[src/rtl/chip8_pkg.sv]
// Shared types and constants for the CHIP-8 RAM arbiter.
// The font/interpreter area below PROTECT_TOP is read-only to the execute unit.
package chip8_pkg;

    localparam int ADDR_W = 12;
    localparam logic [ADDR_W-1:0] PROTECT_TOP = 12'h200;

    typedef enum logic [2:0] {
        IDLE = 3'd0,
        ACC  = 3'd1,
        CAP  = 3'd2,
        ACC2 = 3'd3,
        CAP2 = 3'd4,
        ACK  = 3'd5
    } arb_state_t;

    typedef enum logic [1:0] {
        REQ_NONE  = 2'd0,
        REQ_EXEC  = 2'd1,
        REQ_DRAW  = 2'd2,
        REQ_FETCH = 2'd3
    } req_id_t;

endpackage

[src/rtl/chip8_req_picker.sv]
// Fixed-priority request encoder: exec beats draw, draw beats fetch.
module chip8_req_picker
    import chip8_pkg::*;
(
    input  logic    exec_req,
    input  logic    draw_req,
    input  logic    fetch_req,
    output req_id_t winner
);

    // Priority chain, highest first.
    always_comb begin
        if (exec_req) begin
            winner = REQ_EXEC;
        end else if (draw_req) begin
            winner = REQ_DRAW;
        end else if (fetch_req) begin
            winner = REQ_FETCH;
        end else begin
            winner = REQ_NONE;
        end
    end

endmodule

[src/rtl/chip8_mem_arbiter.sv]
// Serializes fetch/exec/draw accesses onto the single-port CHIP-8 RAM and
// assembles big-endian instructions from two consecutive byte reads.
module chip8_mem_arbiter
    import chip8_pkg::*;
#(
    parameter int                ADDR_W      = chip8_pkg::ADDR_W,
    parameter logic [ADDR_W-1:0] PROTECT_TOP = chip8_pkg::PROTECT_TOP
) (
    input  logic              clk,
    input  logic              rst,
    input  logic              fetch_req,
    input  logic [ADDR_W-1:0] fetch_addr,
    output logic              fetch_ack,
    output logic [15:0]       fetch_instr,
    input  logic              exec_req,
    input  logic              exec_we,
    input  logic [ADDR_W-1:0] exec_addr,
    input  logic [7:0]        exec_wdata,
    output logic              exec_ack,
    output logic [7:0]        exec_rdata,
    output logic              exec_err,
    input  logic              draw_req,
    input  logic [ADDR_W-1:0] draw_addr,
    output logic              draw_ack,
    output logic [7:0]        draw_rdata,
    output logic              mem_en,
    output logic              mem_we,
    output logic [ADDR_W-1:0] mem_addr,
    output logic [7:0]        mem_wdata,
    input  logic [7:0]        mem_rdata,
    output logic              busy
);

    arb_state_t        state_q, state_d;
    req_id_t           id_q, id_d, pick_s;
    logic [ADDR_W-1:0] addr_q, addr_d;
    logic              we_q, we_d;
    logic [7:0]        wdata_q, wdata_d;
    logic [15:0]       data_q, data_d;
    logic              err_q, err_d;
    logic              refuse_s;
    logic              ack_s;

    chip8_req_picker u_picker (
        .exec_req  (exec_req),
        .draw_req  (draw_req),
        .fetch_req (fetch_req),
        .winner    (pick_s)
    );

    assign refuse_s = (id_q == REQ_EXEC) && we_q && (addr_q < PROTECT_TOP);

    // State and latched-request registers.
    always_ff @(posedge clk) begin
        if (rst) begin
            state_q <= IDLE;
            id_q    <= REQ_NONE;
            addr_q  <= {ADDR_W{1'b0}};
            we_q    <= 1'b0;
            wdata_q <= 8'h00;
            data_q  <= 16'h0000;
            err_q   <= 1'b0;
        end else begin
            state_q <= state_d;
            id_q    <= id_d;
            addr_q  <= addr_d;
            we_q    <= we_d;
            wdata_q <= wdata_d;
            data_q  <= data_d;
            err_q   <= err_d;
        end
    end

    // Next-state and datapath update.
    always_comb begin
        state_d = state_q;
        id_d    = id_q;
        addr_d  = addr_q;
        we_d    = we_q;
        wdata_d = wdata_q;
        data_d  = data_q;
        err_d   = err_q;
        case (state_q)
            IDLE: begin
                if (pick_s != REQ_NONE) begin
                    state_d = ACC;
                    id_d    = pick_s;
                    err_d   = 1'b0;
                    case (pick_s)
                        REQ_EXEC: begin
                            addr_d  = exec_addr;
                            we_d    = exec_we;
                            wdata_d = exec_wdata;
                        end
                        REQ_DRAW: begin
                            addr_d  = draw_addr;
                            we_d    = 1'b0;
                            wdata_d = 8'h00;
                        end
                        default: begin
                            addr_d  = fetch_addr;
                            we_d    = 1'b0;
                            wdata_d = 8'h00;
                        end
                    endcase
                end else begin
                    state_d = IDLE;
                end
            end
            ACC: begin
                if (we_q) begin
                    err_d   = refuse_s;
                    state_d = ACK;
                end else begin
                    state_d = CAP;
                end
            end
            CAP: begin
                if (id_q == REQ_FETCH) begin
                    data_d[15:8] = mem_rdata;
                    state_d      = ACC2;
                end else begin
                    data_d[7:0] = mem_rdata;
                    state_d     = ACK;
                end
            end
            ACC2: state_d = CAP2;
            CAP2: begin
                data_d[7:0] = mem_rdata;
                state_d     = ACK;
            end
            ACK:     state_d = IDLE;
            default: state_d = IDLE;
        endcase
    end

    // Outputs depend only on registered state; rst masks strobes so an
    // in-flight write or ack dies in the reset cycle itself.
    always_comb begin
        ack_s       = (state_q == ACK) && !rst;
        fetch_ack   = ack_s && (id_q == REQ_FETCH);
        exec_ack    = ack_s && (id_q == REQ_EXEC);
        draw_ack    = ack_s && (id_q == REQ_DRAW);
        exec_err    = ack_s && (id_q == REQ_EXEC) && err_q;
        fetch_instr = data_q;
        exec_rdata  = data_q[7:0];
        draw_rdata  = data_q[7:0];
        mem_en      = !rst && (((state_q == ACC) && !refuse_s) || (state_q == ACC2));
        mem_we      = !rst && (state_q == ACC) && we_q && !refuse_s;
        mem_wdata   = wdata_q;
        busy        = (state_q != IDLE);
        if (state_q == ACC2) begin
            mem_addr = addr_q + {{(ADDR_W-1){1'b0}}, 1'b1};
        end else begin
            mem_addr = addr_q;
        end
    end

endmodule

[config.mk]
export PLATFORM = sky130hd
export DESIGN_NAME = chip8_mem_arbiter
export DESIGN_NICKNAME = d
export VERILOG_FILES = /design/src/rtl/chip8_pkg.sv /design/src/rtl/chip8_req_picker.sv /design/src/rtl/chip8_mem_arbiter.sv
export SDC_FILE = /design/constraint.sdc
export NUM_CORES = 1
export LEC_CHECK = 0
export CELL_PAD_IN_SITES_DETAIL_PLACEMENT = 0
export CELL_PAD_IN_SITES_GLOBAL_PLACEMENT = 1
export CORE_MARGIN = 8
export CORE_UTILIZATION = 40
export CTS_CLUSTER_DIAMETER = 40
export CTS_CLUSTER_SIZE = 8
export DETAILED_ROUTE_END_ITERATION = 16
export DONT_BUFFER_PORTS = 1
export PLACE_DENSITY_LB_ADDON = 0.25
export SLEW_MARGIN = 15
export SYNTH_ARGS = -nofsm -noshare
export SYNTH_HDL_FRONTEND = slang
export SYNTH_SLANG_ARGS = --single-unit
[constraint.sdc]
create_clock -name clk -period 1.47 [get_ports clk]
set_input_delay 0 -clock clk [delete_from_list [all_inputs] [get_ports clk]]
set_output_delay 0 -clock clk [all_outputs]
set_load 0.005 [all_outputs]
==> results of run 1 <==
layout by cell type (no fill, tap or decap), types with 5 or more instances in the layout:
cell type and instances:
nand2_1 28, nand3_1 39, clkbuf_8 5, inv_1 7, nand2b_1 15, dlygate4sd3_1 28
nand4_1 5, xor2_1 6, o21ai_0 8, and2_1 9, o211ai_1 9, dfxtp_1 28
buf_4 25, a21oi_1 34, a221o_1 12, a31oi_1 15, dfxtp_2 7, dfxtp_4 8
layout make-up:
type                            instances  area, um^2  area share, %
Multi-Input combinational cell        233        1580           48.1
Sequential cell                        43         900           27.4
Timing Repair Buffer                   60         582           17.7
Tap cell                               77        96.3           2.93
Clock buffer                            5        68.8           2.09
Inverter                                8        30.0          0.914
Clock inverter                          3        26.3          0.799
Antenna cell                            1        2.50         0.0761
worst min-delay path: stages:
cell	delay, ns
nor2b_1	0.13
nand3b_1	0.08
a31oi_1	0.07
worst min path at each step:
stage	from	to	slack, ns
3_3_place_gp	rst	mem_we	0.07
6_report	mem_rdata[0]	fetch_instr[0]$_SDFFE_PP0P_	0.02
5_1_grt	fetch_addr[2]	addr_q[2]$_SDFFE_PP0P_	0.03
2_1_floorplan	mem_rdata[2]	fetch_instr[10]$_SDFFE_PP0P_	0.15
3_5_place_dp	rst	mem_we	0.06
4_1_cts	mem_rdata[0]	fetch_instr[0]$_SDFFE_PP0P_	0.007
power by group through the flow:
stage / combinational (W) / sequential [W] / clock, W
after global routing: 0.00117 / 0.00150 / 0.000882
final: 0.00106 / 0.00148 / 0.000812
after detailed placement: 0.000890 / 0.00148 / 0
after CTS: 0.00102 / 0.00147 / 0.000844
after floorplan: 0.000765 / 0.00141 / 0
after global placement: 0.000893 / 0.00148 / 0
registers in the layout (all words and copies together), names as in the netlist:
register     flops
id_q             2
addr_q          12
fetch_instr     16
we_q             1
state_q          3
err_q            1
mem_wdata        8
metrics by stage:
stage,hold slack (ns),power (W),utilization [%]
2_1_floorplan,0.148,0.00218,-
3_3_place_gp,0.0662,0.00237,41.8
3_5_place_dp,0.0632,0.00237,41.8
4_1_cts,0.00726,0.00333,50.3
5_1_grt,0.0282,0.00355,51.7
6_report,0.0181,0.00335,51.8
metal layers:
| metal | share of wire, % | wire [um] |
|---|---|---|
| met1 | 46 | 3660 |
| met2 | 46 | 3650 |
| met3 | 6.0 | 476 |
| met4 | 1.3 | 102 |
| met5 | 0 | 0 |
cells by family after synthesis:
family                   Yosys count  share of synthesized area [%]
AO/OA/AOI/OAI                     86                           21.3
XOR/XNOR                          11                           3.69
adder cells (fa/ha/maj)            4                           1.91
buffers and inverters             54                           11.4
flip-flops                        43                           32.9
multiplexers                       1                          0.431
AND/OR/NAND/NOR                  131                           28.4
timing repair:
action                                  CTS  global route
endpoints found under the hold margin    43             0
endpoints found under the setup margin   13            13
hold buffers                             29             0
resized for setup                        31            19
setup buffers                             6             2
cloned                                    0             0
pin swaps                                10            11
==> flow_summary.json, run 1 <==
{
  "status": "finished with violations",
  "violations": "negative setup slack",
  "end_kind": "output port",
  "cts-buffers-inserted": 5,
  "sw_frac_of_total_pct": 35.8,
  "path_max_fanout": 4,
  "final-max-slew-violation-count": 0,
  "ys_seq_elements": 43,
  "cp_data_required_time_ns": 1.47,
  "worst_hold_path_type": "input pin to flop",
  "timing.max_cap.violations": 0,
  "fillers": 585,
  "routed-via-count": 2417,
  "synthesis.area_per_instance_um2": 7.92,
  "cts_max_level": 2,
  "seq_power_share_pct": 44.2,
  "clock_path_buffers": 2,
  "critical_path_buf_inv_count": 0,
  "regToRegStartpoint": "state_q[1]$_SDFF_PP0_",
  "placed_instance_area_mm2": 0.00265,
  "gate_power_share_pct": 31.6,
  "synthesis.nets": 392,
  "critPathTopFamily": "simple AND/OR/NAND/NOR gates",
  "layoutNonFillerInstCount": 430,
  "setup.worst_path.start_class": "flop",
  "total_power_per_unit_cell_area_mw_per_mm2": 1020,
  "worstSkewPairLatency_ns": 0.31,
  "initialDrtViolationCount": 112,
  "dp_hpwl_um": 5560,
  "post-route-min-period_ns": 1.48,
  "place_inst": 384,
  "startpoint_to_endpoint_class_of_the_critical_path": "flop to output port",
  "synth_largest_type_area_fraction_pct": 32.9,
  "synth.largest_area_cell": "dfxtp_1",
  "worst_path_max_delay_cell": "dfxtp_4",
  "final_design_area_no_fill_mm2": 0.00329,
  "cp-endpoint": "mem_addr[8]",
  "floorplan.die_area_mm2": 0.00938,
  "layout-drive-gt1-share_pct": 22.4,
  "wl_um": 7890,
  "met3_usage_pct": 4.69,
  "area_growth_pct": 25.8,
  "core_area_mm2": 0.00635,
  "grt_max_degree": 44,
  "post_synth_num_cell_types": 46,
  "arrival_ns": 1.48,
  "slew-limit-headroom_pct": 66.2,
  "switchingPower_w": 0.00120,
  "yosys_warnings": 0,
  "internal_reg_to_reg_setup_slack_ns": 0.07,
  "die_width_um": 96.8,
  "num_rows": 29,
  "antenna_violating_nets_post_route": 0,
  "timing.rr.end": "err_q$_SDFFE_PP0P_",
  "yosys_most_used_dff": "dfxtp_1",
  "crit_path_max_incr_delay_ns": 0.40,
  "vias_in_the_first_global_route": 2419,
  "num_io_pins": 117,
  "postSynthCellCount": 330,
  "worst-path-stages": 4,
  "vdd.ir_drop.worst_mv": 0.475,
  "hold_depth": 3,
  "cts_tree": "done",
  "io_buffer_count": 0,
  "fin_worst_skew_ns": 0.0115,
  "cts_root_cell": "clkbuf_8",
  "detailedRoute.firstPassIterationCount": 7,
  "worst_setup_hold_path_clk_slew_ns": 0.10,
  "dieHeight_um": 96.8,
  "postLayoutSetupSlackWorst_ns": -0.00964,
  "number_of_antenna_violations_at_the_first_check_in_global_routing": 0,
  "clock-sinks": 43,
  "grt.total_usage_pct": 15.9,
  "start_util_pct": 41.2,
  "gp_congestion": 0.777,
  "max_clk_rate_mhz": 676,
  "globalRouteMet2Util_pct": 24.2,
  "power.leakage_nw": 1.21,
  "final_net_count": 413,
  "pre_cts_setup_slack_ns": 0.0526,
  "pwr-share-clk_pct": 24.2,
  "finalSetupTns_ns": -0.0108,
  "post_drt_wl_per_cell_um": 18.3,
  "globalRoute.totalOverflow": 0,
  "final_min_period_over_clock_period_pct": 101,
  "synth-edff-count": 0,
  "groute.layer.met1.usage_pct": 20.8,
  "yosysMostFrequentCell": "dfxtp_1",
  "grt_pass1_wl_um": 12600,
  "synthTopCellsByCount": "dfxtp_1, nand3_1, a21oi_1",
  "route.detailed.vias_per_inst": 5.62,
  "crit_chain": "ha_4 -> nand4_1 -> nor3_4 -> xor2_1",
  "reg2reg_depth": 4,
  "syn_area_mm2": 0.00261,
  "finalSetupViolations": 2,
  "async_reset_ff_share_pct": 0,
  "portion_of_the_post_synthesis_area_used_by_sequential_elements_pct": 32.9,
  "timing_hold_violations_final": 0,
  "unrepaired_setup_endpoints_after_global_routing": "yes",
  "drc_errors": 0,
  "setup.worst_path.start": "addr_q[1]$_SDFFE_PP0P_",
  "synthTopCellsByArea": "dfxtp_1, nand3_1, a21oi_1",
  "grt-busiest-layer": "met2",
  "worst-slew-pin-transition_ns": 0.508,
  "cell_internal_pwr_w": 0.00215
}
(Power assumes the default switching activity.)
==> run 2, diff against run 1 <==
--- a/config.mk
+++ b/config.mk
@@ -5,10 +5,11 @@
 export SDC_FILE = /design/constraint.sdc
 export NUM_CORES = 1
 export LEC_CHECK = 0
+export ABC_AREA = 1
 export CELL_PAD_IN_SITES_DETAIL_PLACEMENT = 0
 export CELL_PAD_IN_SITES_GLOBAL_PLACEMENT = 1
 export CORE_MARGIN = 8
-export CORE_UTILIZATION = 40
+export CORE_UTILIZATION = 38
 export CTS_CLUSTER_DIAMETER = 40
 export CTS_CLUSTER_SIZE = 8
 export DETAILED_ROUTE_END_ITERATION = 16
==> flow_summary.json, run 2 <==
{
  "status": "finished, final reports clean",
  "async_reset_ff_share_pct": 0,
  "initialDrtViolationCount": 65,
  "startpoint_to_endpoint_class_of_the_critical_path": "flop to output port",
  "antenna_violating_nets_post_route": 0,
  "grt.total_usage_pct": 16.2,
  "detailedRoute.firstPassIterationCount": 4,
  "worst_setup_hold_path_clk_slew_ns": 0.09,
  "placed_instance_area_mm2": 0.00236,
  "yosys_warnings": 0,
  "end_kind": "output port",
  "num_rows": 29,
  "postSynthCellCount": 357,
  "grt_pass1_wl_um": 11600,
  "start_util_pct": 38.6,
  "largest_register_ff_count": 16,
  "final_min_period_over_clock_period_pct": 95.5,
  "area_growth_pct": 29.6,
  "io_buffer_count": 0,
  "post_synth_num_cell_types": 28,
  "dieHeight_um": 95.6,
  "syn_area_mm2": 0.00241,
  "synthTopCellsByCount": "nand2_1, nor2_1, dfxtp_1",
  "synthTopCellsByArea": "dfxtp_1, nand2_1, a21oi_1",
  "power.leakage_nw": 1.33,
  "layout.cells.most_common": "nand2_1",
  "final_net_count": 466,
  "timing.max_cap.violations": 0,
  "clock_path_buffers": 2,
  "core_area_mm2": 0.00624,
  "synth-edff-count": 0,
  "cts-buffers-inserted": 5,
  "synth.largest_area_cell": "dfxtp_1",
  "gp_congestion": 0.750,
  "fin_worst_skew_ns": 0.00980,
  "ys_seq_elements": 43,
  "routed-via-count": 2402,
  "setup.worst_path.start_class": "flop",
  "portion_of_the_post_synthesis_area_used_by_sequential_elements_pct": 35.7,
  "route.detailed.vias_per_inst": 4.98,
  "post_drt_wl_per_cell_um": 15.2,
  "yosys_most_used_dff": "dfxtp_1",
  "reg2reg_depth": 7,
  "final-max-slew-violation-count": 0,
  "number_of_antenna_violations_at_the_first_check_in_global_routing": 0,
  "postLayoutSetupSlackWorst_ns": 0.0658,
  "vias_in_the_first_global_route": 2423,
  "synth_largest_type_area_fraction_pct": 35.7,
  "pre_cts_setup_slack_ns": 0.114,
  "synthesis.nets": 419,
  "worstSkewPairLatency_ns": 0.30,
  "worst-slew-pin-transition_ns": 0.516,
  "synthesis.area_per_instance_um2": 6.75,
  "arrival_ns": 1.40,
  "yosysMostFrequentCell": "nand2_1",
  "dp_hpwl_um": 5200,
  "finalSetupViolations": 0,
  "globalRoute.totalOverflow": 0,
  "timing_hold_violations_final": 0,
  "post-route-min-period_ns": 1.40,
  "slew-limit-headroom_pct": 65.5,
  "total_power_per_unit_cell_area_mw_per_mm2": 1290,
  "finalCoreUtilization_pct": 50.1,
  "layout.cells.most_common_list": "nand2_1, dlygate4sd3_1, nor2_1",
  "grt_max_degree": 24,
  "worst_hold_path_type": "input pin to flop",
  "hold_depth": 3,
  "antennaDiodeCount": 0,
  "max_clk_rate_mhz": 712,
  "num_io_pins": 117,
  "floorplan.die_area_mm2": 0.00915,
  "wl_um": 7330,
  "layout-drive-gt1-share_pct": 12.6,
  "final_design_area_no_fill_mm2": 0.00312,
  "clock-sinks": 43,
  "drc_errors": 0,
  "vdd.ir_drop.worst_mv": 0.658,
  "cts_root_cell": "clkbuf_8",
  "cts_max_level": 2,
  "cts_tree": "done",
  "die_width_um": 95.6,
  "cp_data_required_time_ns": 1.47,
  "path_max_fanout": 5
}
[run 2: kinds of logic (layout without fill, tap and decap cells)]
family | after synthesis | after routing | synth area share (%)
adders and majority gates | 4 | 4 | 2.08
buffers and inverters | 55 | 103 | 12.2
and+or+nand+nor | 177 | 177 | 32.7
xor gates and xnor gates | 7 | 7 | 2.54
AOI/OAI and AO/OA | 71 | 71 | 14.8
DFF | 43 | 43 | 35.7
[run 2: critical path, stage by stage, from the launching register on]
cell	delay, ns
dfxtp_4	0.41
nand3_4	0.13
buf_4	0.16
buf_4	0.14
o21ai_0	0.27
[run 2: area by class of cell]
| class | instances | area (um^2) |
|---|---|---|
| Tap cell | 77 | 96.3 |
| Timing Repair Buffer | 69 | 666 |
| Multi-Input combinational cell | 259 | 1290 |
| Clock inverter | 2 | 12.5 |
| Clock buffer | 6 | 72.6 |
| Fill cell | 664 | 3120 |
| Sequential cell | 43 | 885 |
| Inverter | 26 | 103 |
[run 2: path summary, 6_finish.rpt]
kind,slack (ns),from,end
setup reg to reg,0.16,state_q[2]$_SDFF_PP0_,fetch_instr[7]$_SDFFE_PP0P_
hold / removal,0.004,draw_req,id_q[0]$_SDFFE_PP0P_
setup / recovery,0.07,state_q[1]$_SDFF_PP0_,mem_en
hold reg to reg,0.49,err_q$_SDFFE_PP0P_,err_q$_SDFFE_PP0P_
[run 2: metal layers]
layer	wire, um	vias to the layer above	global-route usage, %
met4	129	0	5.89
met3	513	11	4.57
met2	3730	74	29.5
met5	0	-	0
met1	2960	1091	17.3
li1	-	1226	-
[run 2: metrics by stage]
step                power, W  TNS [ns]  cells  hold slack [ns]
floorplan            0.00295         0    357           0.0691
global placement     0.00304         0    410           0.0714
detailed placement   0.00307         0    410           0.0728
CTS                  0.00401         0    474          0.00233
global route         0.00438  -0.00922    482           0.0180
finish               0.00402         0    482          0.00386
[run 2: timing repair]
item	4_1_cts	5_1_grt
pin swaps	1	5
resized for setup	7	15
setup buffers	2	8
hold buffers	54	0
endpoints found under the setup margin	10	25
endpoints found under the hold margin	40	0
[run 2: power by group]
group | internal, W | leakage, nW | switching (W)
combinational | 0.000586 | 0.929 | 0.000877
sequential | 0.00146 | 0.356 | 0.000352
clock | 0.000332 | 0.0412 | 0.000418
total | 0.00237 | 1.33 | 0.00165
